--- config.mk ---
export PLATFORM = sky130hd
export DESIGN_NAME = hazard_detection_unit_flat
export DESIGN_NICKNAME = d
export VERILOG_FILES = /design/src/rtl/hazard_pkg.sv /design/src/rtl/hazard_detection_unit_if.sv /design/src/rtl/hazard_detection_unit_mem_wait_counter.sv /design/src/rtl/hazard_detection_unit.sv /design/src/flat_wrapper.sv
export SDC_FILE = /design/constraint.sdc
export NUM_CORES = 1
export LEC_CHECK = 0
export CAP_MARGIN = 20
export CELL_PAD_IN_SITES_DETAIL_PLACEMENT = 1
export CELL_PAD_IN_SITES_GLOBAL_PLACEMENT = 2
export CORE_MARGIN = 3
export CORE_UTILIZATION = 30
export CTS_BUF_LIST = sky130_fd_sc_hd__clkbuf_2 sky130_fd_sc_hd__clkbuf_4 sky130_fd_sc_hd__clkbuf_8
export DETAILED_ROUTE_END_ITERATION = 6
export DONT_BUFFER_PORTS = 1
export HOLD_SLACK_MARGIN = 0.15
export PLACE_DENSITY_LB_ADDON = 0.25
export SYNTH_ARGS = -nofsm -noshare
export SYNTH_HDL_FRONTEND = slang
export SYNTH_HIERARCHICAL = 1
export SYNTH_SLANG_ARGS = --single-unit
--- constraint.sdc ---
create_clock -name i_clk -period 1.75 [get_ports i_clk]
set_clock_uncertainty 0.2 [all_clocks]
set_input_delay 0.35 -clock i_clk [delete_from_list [all_inputs] [get_ports i_clk]]
set_output_delay 0.35 -clock i_clk [all_outputs]
set_load 0.005 [all_outputs]
--- src/rtl/hazard_pkg.sv ---
// Shared types for the decode-stage hazard unit.
// Imported by the interface, the top and any pipeline stage that builds bubbles.
package hazard_pkg;

  localparam int REG_ADDR_W_DEF = 3;

  typedef enum logic {
    IDLE     = 1'b0,
    MEM_WAIT = 1'b1
  } hz_state_t;

  typedef struct packed {
    logic       valid;
    logic       mem_read;
    logic       mem_write;
    logic       reg_write;
    logic       branch;
    logic       jump;
    logic [3:0] alu_op;
  } id_ex_ctrl_t;

  // Control word the ID/EX register loads when a bubble is requested.
  localparam id_ex_ctrl_t NOP_CTRL = '0;

endpackage

--- src/rtl/hazard_detection_unit_if.sv ---
// Decode/ID-EX side bundle seen by the hazard unit.
// master = pipeline side, slave = hazard unit.
interface hazard_detection_unit_if
  import hazard_pkg::*;
#(
  parameter int REG_ADDR_W = REG_ADDR_W_DEF,
  parameter int CNT_W      = 16
);

  logic [REG_ADDR_W-1:0] i_rs_id;
  logic [REG_ADDR_W-1:0] i_rt_id;
  logic                  i_rs_used_id;
  logic                  i_rt_used_id;
  logic                  i_valid_id;
  logic [REG_ADDR_W-1:0] i_rd_idex;
  logic                  i_mem_read_idex;
  logic                  i_wb_idex;
  logic                  i_valid_idex;
  logic                  i_flush;

  logic                  o_stall_pc;
  logic                  o_stall_ifid;
  logic                  o_bubble_idex;
  logic                  o_freeze;
  logic                  o_busy;
  logic [CNT_W-1:0]      o_stall_cycles;

  modport master (
    output i_rs_id, i_rt_id,
    output i_rs_used_id, i_rt_used_id,
    output i_valid_id, i_rd_idex,
    output i_mem_read_idex, i_wb_idex,
    output i_valid_idex, i_flush,
    input  o_stall_pc, o_stall_ifid,
    input  o_bubble_idex, o_freeze,
    input  o_busy, o_stall_cycles
  );

  modport slave (
    input  i_rs_id, i_rt_id,
    input  i_rs_used_id, i_rt_used_id,
    input  i_valid_id, i_rd_idex,
    input  i_mem_read_idex, i_wb_idex,
    input  i_valid_idex, i_flush,
    output o_stall_pc, o_stall_ifid,
    output o_bubble_idex, o_freeze,
    output o_busy, o_stall_cycles
  );

endinterface

--- src/rtl/hazard_detection_unit_mem_wait_counter.sv ---
// Loadable down-counter timing a multi-cycle data-memory read.
// done flags the last frozen cycle (count == 1).
module mem_wait_counter #(
  parameter int W = 2
) (
  input  logic         clk,
  input  logic         rst_n,
  input  logic         load,
  input  logic [W-1:0] load_val,
  output logic         done
);

  logic [W-1:0] cnt;

  always_ff @(posedge clk or negedge rst_n) begin
    if (!rst_n) begin
      cnt <= '0;
    end else if (load) begin
      cnt <= load_val;
    end else if (cnt != '0) begin
      cnt <= cnt - W'(1);
    end
  end

  assign done = (cnt == W'(1));

endmodule

--- src/rtl/hazard_detection_unit.sv ---
// Load-use stall and multi-cycle load freeze for the decode stage.
// Define HAZARD_PERF_EN to build the saturating stall-cycle counter.
module hazard_detection_unit
  import hazard_pkg::*;
#(
  parameter int REG_ADDR_W = REG_ADDR_W_DEF,
  parameter int MEM_LAT    = 2,
  parameter int CNT_W      = 16
) (
  input  logic                   i_clk,
  input  logic                   i_rst_n,
  hazard_detection_unit_if.slave hz
);

  localparam int CW = $clog2(MEM_LAT + 1);

  hz_state_t state;
  hz_state_t state_nxt;

  logic [REG_ADDR_W-1:0] rs;
  logic [REG_ADDR_W-1:0] rt;
  logic [REG_ADDR_W-1:0] rd;
  logic rs_hit;
  logic rt_hit;
  logic lu;
  logic frz;
  logic stall;
  logic bubble;
  logic cnt_load;
  logic cnt_done;

  assign rs = hz.i_rs_id;
  assign rt = hz.i_rt_id;
  assign rd = hz.i_rd_idex;

  assign rs_hit = hz.i_rs_used_id & (rs == rd);
  assign rt_hit = hz.i_rt_used_id & (rt == rd);

  assign lu = hz.i_valid_id
            & hz.i_valid_idex
            & hz.i_mem_read_idex
            & hz.i_wb_idex
            & (rs_hit | rt_hit);

  assign frz = (state == MEM_WAIT);

  always_ff @(posedge i_clk or negedge i_rst_n) begin
    if (!i_rst_n) begin
      state <= IDLE;
    end else begin
      state <= state_nxt;
    end
  end

  // The load leaves ID/EX for MEM on the edge that leaves IDLE.
  always_comb begin
    state_nxt = state;
    cnt_load  = 1'b0;
    unique case (state)
      IDLE: begin
        if (hz.i_valid_idex && hz.i_mem_read_idex &&
            MEM_LAT > 1) begin
          state_nxt = MEM_WAIT;
          cnt_load  = 1'b1;
        end
      end
      MEM_WAIT: begin
        if (cnt_done) begin
          state_nxt = IDLE;
        end
      end
    endcase
  end

  mem_wait_counter #(
    .W (CW)
  ) u_wait (
    .clk      (i_clk),
    .rst_n    (i_rst_n),
    .load     (cnt_load),
    .load_val (CW'(MEM_LAT - 1)),
    .done     (cnt_done)
  );

  always_comb begin
    stall  = 1'b0;
    bubble = 1'b0;
    unique case (1'b1)
      frz: begin
        stall = 1'b1;
      end
      !frz && hz.i_flush: begin
        stall = 1'b0;
      end
      !frz && !hz.i_flush && lu: begin
        stall  = 1'b1;
        bubble = 1'b1;
      end
      default: begin
        stall = 1'b0;
      end
    endcase
  end

  assign hz.o_stall_pc    = i_rst_n & stall;
  assign hz.o_stall_ifid  = i_rst_n & stall;
  assign hz.o_bubble_idex = i_rst_n & bubble;
  assign hz.o_freeze      = i_rst_n & frz;
  assign hz.o_busy        = i_rst_n & frz;

`ifdef HAZARD_PERF_EN
  logic [CNT_W-1:0] stall_cnt;

  always_ff @(posedge i_clk or negedge i_rst_n) begin
    if (!i_rst_n) begin
      stall_cnt <= '0;
    end else if (stall && stall_cnt != '1) begin
      stall_cnt <= stall_cnt + CNT_W'(1);
    end
  end

  assign hz.o_stall_cycles = stall_cnt;
`else
  assign hz.o_stall_cycles = '0;
`endif

endmodule

--- src/flat_wrapper.sv ---
// flat-port wrapper written by rule: the top's interface ports become plain ports
module hazard_detection_unit_flat import hazard_pkg::*;
#(
  parameter int REG_ADDR_W = REG_ADDR_W_DEF,
  parameter int MEM_LAT    = 2,
  parameter int CNT_W      = 16
)
  (i_clk, i_rst_n, hz_i_rs_id, hz_i_rt_id, hz_i_rs_used_id, hz_i_rt_used_id, hz_i_valid_id, hz_i_rd_idex, hz_i_mem_read_idex, hz_i_wb_idex, hz_i_valid_idex, hz_i_flush, hz_o_stall_pc, hz_o_stall_ifid, hz_o_bubble_idex, hz_o_freeze, hz_o_busy, hz_o_stall_cycles);
  hazard_detection_unit_if #(.REG_ADDR_W(REG_ADDR_W), .CNT_W(CNT_W)) hz_i ();
  input  logic i_clk;
  input  logic i_rst_n;
  input wire logic [$bits(hz_i.i_rs_id)-1:0] hz_i_rs_id;
  input wire logic [$bits(hz_i.i_rt_id)-1:0] hz_i_rt_id;
  input wire logic [$bits(hz_i.i_rs_used_id)-1:0] hz_i_rs_used_id;
  input wire logic [$bits(hz_i.i_rt_used_id)-1:0] hz_i_rt_used_id;
  input wire logic [$bits(hz_i.i_valid_id)-1:0] hz_i_valid_id;
  input wire logic [$bits(hz_i.i_rd_idex)-1:0] hz_i_rd_idex;
  input wire logic [$bits(hz_i.i_mem_read_idex)-1:0] hz_i_mem_read_idex;
  input wire logic [$bits(hz_i.i_wb_idex)-1:0] hz_i_wb_idex;
  input wire logic [$bits(hz_i.i_valid_idex)-1:0] hz_i_valid_idex;
  input wire logic [$bits(hz_i.i_flush)-1:0] hz_i_flush;
  output wire logic [$bits(hz_i.o_stall_pc)-1:0] hz_o_stall_pc;
  output wire logic [$bits(hz_i.o_stall_ifid)-1:0] hz_o_stall_ifid;
  output wire logic [$bits(hz_i.o_bubble_idex)-1:0] hz_o_bubble_idex;
  output wire logic [$bits(hz_i.o_freeze)-1:0] hz_o_freeze;
  output wire logic [$bits(hz_i.o_busy)-1:0] hz_o_busy;
  output wire logic [$bits(hz_i.o_stall_cycles)-1:0] hz_o_stall_cycles;
  assign hz_i.i_rs_id = hz_i_rs_id;
  assign hz_i.i_rt_id = hz_i_rt_id;
  assign hz_i.i_rs_used_id = hz_i_rs_used_id;
  assign hz_i.i_rt_used_id = hz_i_rt_used_id;
  assign hz_i.i_valid_id = hz_i_valid_id;
  assign hz_i.i_rd_idex = hz_i_rd_idex;
  assign hz_i.i_mem_read_idex = hz_i_mem_read_idex;
  assign hz_i.i_wb_idex = hz_i_wb_idex;
  assign hz_i.i_valid_idex = hz_i_valid_idex;
  assign hz_i.i_flush = hz_i_flush;
  assign hz_o_stall_pc = hz_i.o_stall_pc;
  assign hz_o_stall_ifid = hz_i.o_stall_ifid;
  assign hz_o_bubble_idex = hz_i.o_bubble_idex;
  assign hz_o_freeze = hz_i.o_freeze;
  assign hz_o_busy = hz_i.o_busy;
  assign hz_o_stall_cycles = hz_i.o_stall_cycles;
  hazard_detection_unit #(.REG_ADDR_W(REG_ADDR_W), .MEM_LAT(MEM_LAT), .CNT_W(CNT_W)) u_core (.i_clk(i_clk), .i_rst_n(i_rst_n), .hz(hz_i));
endmodule
### Yosys cells after proc, flatten, opt, wreduce, memory -nomap -nowiden

Index checks and enable logic that the tools add are counted.
Widths: inputs -> output; s select.

| word-level totals | value |
|---|---|
| output and inout port bits | 21 |
| register bits | 3 |
| logic and storage cells | 33 |
| input port bits | 18 |

| operators by class | value |
|---|---|
| add/subtract/negate cells | 1 |
| equal/unequal tests | 3 |
| muxes and demuxes | 8 |
| bitwise logic cells | 11 |
| reductions and logical operators | 8 |

Operator list:

| operator | number |
|---|---|
| $and 1x1->1 | 9 |
| $eq 3x3->1 | 2 |
| $mux 1 | 5 |
| $mux 2 | 2 |
| $reduce_bool 2->1 | 2 |
| $logic_and 1x1->1 | 3 |
| $eq 2x1->1 const B | 1 |
| $logic_not 1->1 | 2 |
| $pmux 1 s2 | 1 |
| $reduce_or 2->1 | 1 |
| $sub 2x1->2 const B | 1 |
| $not 1->1 | 1 |
| $or 1x1->1 | 1 |

### Logic depth before layout (Yosys ltp)

| logic depth | value |
|---|---|
| depth in word-level cells | 8 |
| gate-level depth with buffers | 5 |

### Modules after synthesis

The synthesis kept the hierarchy.

By module, submodules not included:

| module | seq. area each (um2) | times used | area each (um2) | cells an instance |
|---|---|---|---|---|
| hazard_detection_unit | 25.0 | 1 | 284.0 | 37 |
| mem_wait_counter | 50.0 | 1 | 136.4 | 13 |

### Worst setup path before layout

OpenSTA, ideal clock, no wires.

| timing | value |
|---|---|
| path type | input to output |
| from | input hz_i_rd_idex[0] |
| to | output hz_o_stall_pc |
| data arrival time | 1.116 ns |
| buffers on the path | 1 |
| stages | 5 |
| required time | 1.200 ns |
| path slack | 0.084 ns |
| path through | xnor2_1 > nand4_1 > a211oi_2 > or2_1 > buf_4 |

| between the ends | value |
|---|---|
| longest elaborated chain between the ends | 8 |
| elaborated cells between the ends (all ways) | 10 |

Ends and longest elaborated chain:

| element | line | source |
|---|---|---|
| start: declaration | flat_wrapper.sv:17 | `input wire logic [$bits(hz_i.i_rd_idex)-1:0] hz_i_rd_idex;` |
| $eq 3x3->1, on equally long branches | hazard_detection_unit.sv:36, hazard_detection_unit.sv:37 |  |
| $and 1x1->1, on equally long branches | hazard_detection_unit.sv:36, hazard_detection_unit.sv:37 |  |
| $or 1x1->1 (*) | hazard_detection_unit.sv:43 | `& (rs_hit \| rt_hit);` |
| $and 1x1->1 (*) | hazard_detection_unit.sv:43 |  |
| $logic_and 1x1->1 (*) | hazard_detection_unit.sv:95 | `!frz && !hz.i_flush && lu: begin` |
| $reduce_or 2->1 (no source line) (*) | -- |  |
| $mux 1 (*) | hazard_detection_unit.sv:88 | `unique case (1'b1)` |
| $and 1x1->1 (*) | -- |  |
| end: declaration | flat_wrapper.sv:22 | `output wire logic [$bits(hz_i.o_stall_pc)-1:0] hz_o_stall_pc;` |

Every way passes the cells marked *; elsewhere a longest branch is shown, timed or not.

### Worst setup path after layout

| timing | value |
|---|---|
| from | register u_core.state (netlist: u_core/frz) |
| to | output hz_o_stall_ifid |

| between the ends | value |
|---|---|
| longest elaborated chain between the ends | 6 |

Ends and longest elaborated chain:

| element | line | source |
|---|---|---|
| start: declaration | hazard_detection_unit.sv:17 | `hz_state_t state;` |
| start signal: assignment | hazard_detection_unit.sv:51 | `state <= state_nxt;` |
| $logic_not 1->1 | -- |  |
| $logic_and 1x1->1 (2 in a row) | hazard_detection_unit.sv:95 |  |
| $reduce_or 2->1 (no source line) (*) | -- |  |
| $mux 1 (*) | hazard_detection_unit.sv:88 |  |
| $and 1x1->1 (*) | hazard_detection_unit.sv:106 | `assign hz.o_stall_ifid = i_rst_n & stall;` |
| end: declaration | flat_wrapper.sv:23 | `output wire logic [$bits(hz_i.o_stall_ifid)-1:0] hz_o_stall_ifid;` |

Marks and branches as above.

==> results.md <==
- I/O pin cnt: 39
- First-pass GRT wire length: 1080 um
- Initial Util: 35.0%
- Maximum clock path buffer count: 2
- Final Net Count: 78
- Num CTS Buffers: 3
- Hold Fails Final Rpt: 0
- Max cap viols: 0
- Finished Layout Cells: 71
- Hold WC Path Type: input port to async pin
- N_diodes: 0
- Static Leak: 0.219 nW
- Worst Reg-to-Reg Cells: 4
- Post-route ant nets: 0
- Final Util: 37.1%
- EDFF count, synth: 0
- RSZ-0062 raised after global routing: yes
- Final worst slack: 0.0563 ns
- Post-synthesis cell area: 420 um^2
- Final wirelength: 802 um
- Vias in the first global route: 256
- Clock network power share: 26.1%
- Worst-path maximum fanout: 2
- Mean Syn Cell Area: 8.41 um^2
- Startpoint Class: flip-flop
- Sequential group share of total power: 26.8%
- Buffers on Ports: 0
- Vias: 277
- FMAX: 590 MHz
- Dpl cell area: 370 um^2
- Critical setup path kind: flip-flop to output port
- Root Driver: clkbuf_4
- Ys async rst share: 100%
- Core area: 1200 um^2
- DRC Markers: 0
- Max Used Layer: met3
- Cells after synthesis: 50
- CP endpoint kind: output port
- Initial antenna violation count: 0
- H-tree depth: 1
- Chip width: 43.4 um
- Worst path slowest cell: dfrtp_1
- Iter 0 DRT Violations: 1
- YS warnings: 6
- Cell family contributing the most delay on the critical path: flip-flops
- WL per Instance: 11.3 um
- Met2 Routed Length: 450 um
- Placed insts: 63
- Largest net degree at the start of global routing: 5
- Critical path required time: 1.20 ns
- Seq/Total Area, Yosys: 17.9%
- Top cell type's share of synthesized area: 32.1%
- Pre-CTS WS: 0.139 ns
- All-Layer GR Usage: 7.91%
- Synth area leaders: buf_4 32%, dfrtp_1 18%, xnor2_1 12%
- CP peak stage delay: 0.37 ns
- Net Sw Frac: 35.6%
- Post-synth cell types: 18
- Worst-path cell chain: inv_2 > nand3_4 > a211oi_2 > or2_1
- Avg Vias per Cell: 3.90
- R2r startpoint: u_core/u_wait/cnt[1]
- Routed wl met3: 89 um
- Worst r2r dst: u_core/u_wait/cnt[1]
- Top_reg_cell synth: dfrtp_1
- Final period util: 96.8%
- Leading area contributor after synthesis: buf_4
- Die height: 43.4 um
- WP buf/inv: 1
- First-pass DRT Iterations: 2
- Die area: 1890 um^2
- Pwr/cell area: 1160 nW/um^2
- Clk sinks: 3
- Row cnt: 12
- Crit path launch: u_core/frz
- Clock-pin slew on the worst setup and hold paths: 0.04 ns
- Slack of the worst reg-to-reg path: 0.43 ns
- Clk_lat worst skew: 0.23 ns
- Fill count: 154
- Final instance area: 445 um^2
- Synthesized flop and latch total: 3
- GR Overflow Total: 0
- RD Place Congestion: 0.686
- Status: complete, no violations
- Detailed Place HPWL: 649 um
- Switching power: 183 uW
- Final Max Tran Viols: 0
- WP depth: 4
- Fin crit period: 1.69 ns
- Design internal power: 332 uW
- Share of post-route cells with drive strength above 1: 22.8%
- CTS tree: done
- Max IR drop VDD: 0.266 mV
- Critical Path AT: 1.14 ns
- Comb power frac: 47.1%
- Setup TNS Final: 0 ns
- Routed metal-1 wire length: 262 um
- Final Setup Violations: 0
- P&R area growth vs syn: 5.95%
## power by group through the flow
stage	Clock, mW	Sequential, mW	Combinational, mW
3_3_place_gp	0	0.136	0.192
2_1_floorplan	0	0.132	0.215
3_5_place_dp	0	0.138	0.203
6_report	0.134	0.138	0.242
4_1_cts	0.140	0.137	0.207
5_1_grt	0.151	0.142	0.271
## synth_stat cells (2+ instances only)
library cell	number
inv_1	4
dfrtp_1	3
xnor2_1	6
ha_1	2
nand4_1	2
o21ai_0	2
conb_1	2
buf_4	18
nand2_1	2
## state kept, by name, summed over array words and instances (netlist names)
signal             count
u_core/frz             1
u_core/u_wait/cnt      2
## final cells by class
class | instances | area, um^2 | area share (%)
timing repair buffer | 5 | 40.0 | 8.99
inverter | 4 | 15.0 | 3.37
multi-input combinational | 41 | 268 | 60.1
sequential | 3 | 75.1 | 16.9
clock buffer | 4 | 30.0 | 6.74
tap | 14 | 17.5 | 3.93
## routing by layer
layer	GRT usage, %	vias up
li1	-	135
met1	7.62	124
met2	13.3	18
met3	2.49	0
met4	7.23	0
met5	0	-
## worst reg2reg max path: cells and delay by family (launching register included)
kind / cells / cell delay [ns]
buffers and inverters: 1 / 0.08
AOI/OAI and AO/OA: 1 / 0.20
DFF: 1 / 0.38
and+or+nand+nor: 1 / 0.14
adders and majority gates: 1 / 0.22
## cells by family (layout without fill, tap and decap cells)
family / after synthesis / in the layout / share of synthesized area [%]
AOI/OAI and AO/OA: 4 / 4 / 8.33
xor gates and xnor gates: 7 / 7 / 14.6
adders and majority gates: 2 / 2 / 5.95
buffers and inverters: 22 / 13 / 35.7
DFF: 3 / 3 / 17.9
other: 2 / 18 / 1.79
and+or+nand+nor: 10 / 10 / 15.8
## worst max path at each step
stage,end,slack (ns)
finish,hz_o_stall_ifid,0.06
floorplan,hz_o_stall_pc,0.08
global route,hz_o_stall_pc,-0.04
detailed placement,hz_o_stall_ifid,0.14
global placement,hz_o_stall_ifid,0.17
CTS,hz_o_stall_ifid,0.0007
## per-stage QoR
stage	hold WS, ns	power (mW)
5_1_grt	0.185	0.564
3_5_place_dp	-0.145	0.341
4_1_cts	0.172	0.484
6_report	0.184	0.515
3_3_place_gp	-0.145	0.328
2_1_floorplan	-0.146	0.348
## what timing repair did
item                       4_1_cts  5_1_grt
hold buffers                     1        0
setup endpoints to repair        3        3
hold endpoints to repair         3        0
buffers inserted                 0        3
resized for setup                0        3
pin swaps                        2        3
## cells in the final DEF (no fill, tap or decap), drive strengths merged
cell         count
clkbuf           4
xnor2            6
and2             1
nand2            2
xor2             1
a211oi           1
conb            18
nand4b           1
ha               2
o21ai            2
nand3            1
nor2b            2
or2              1
inv              4
nand4            2
o31ai            1
dlygate4sd3      1
buf              4
dfrtp            3
(Power assumes the default switching activity.)
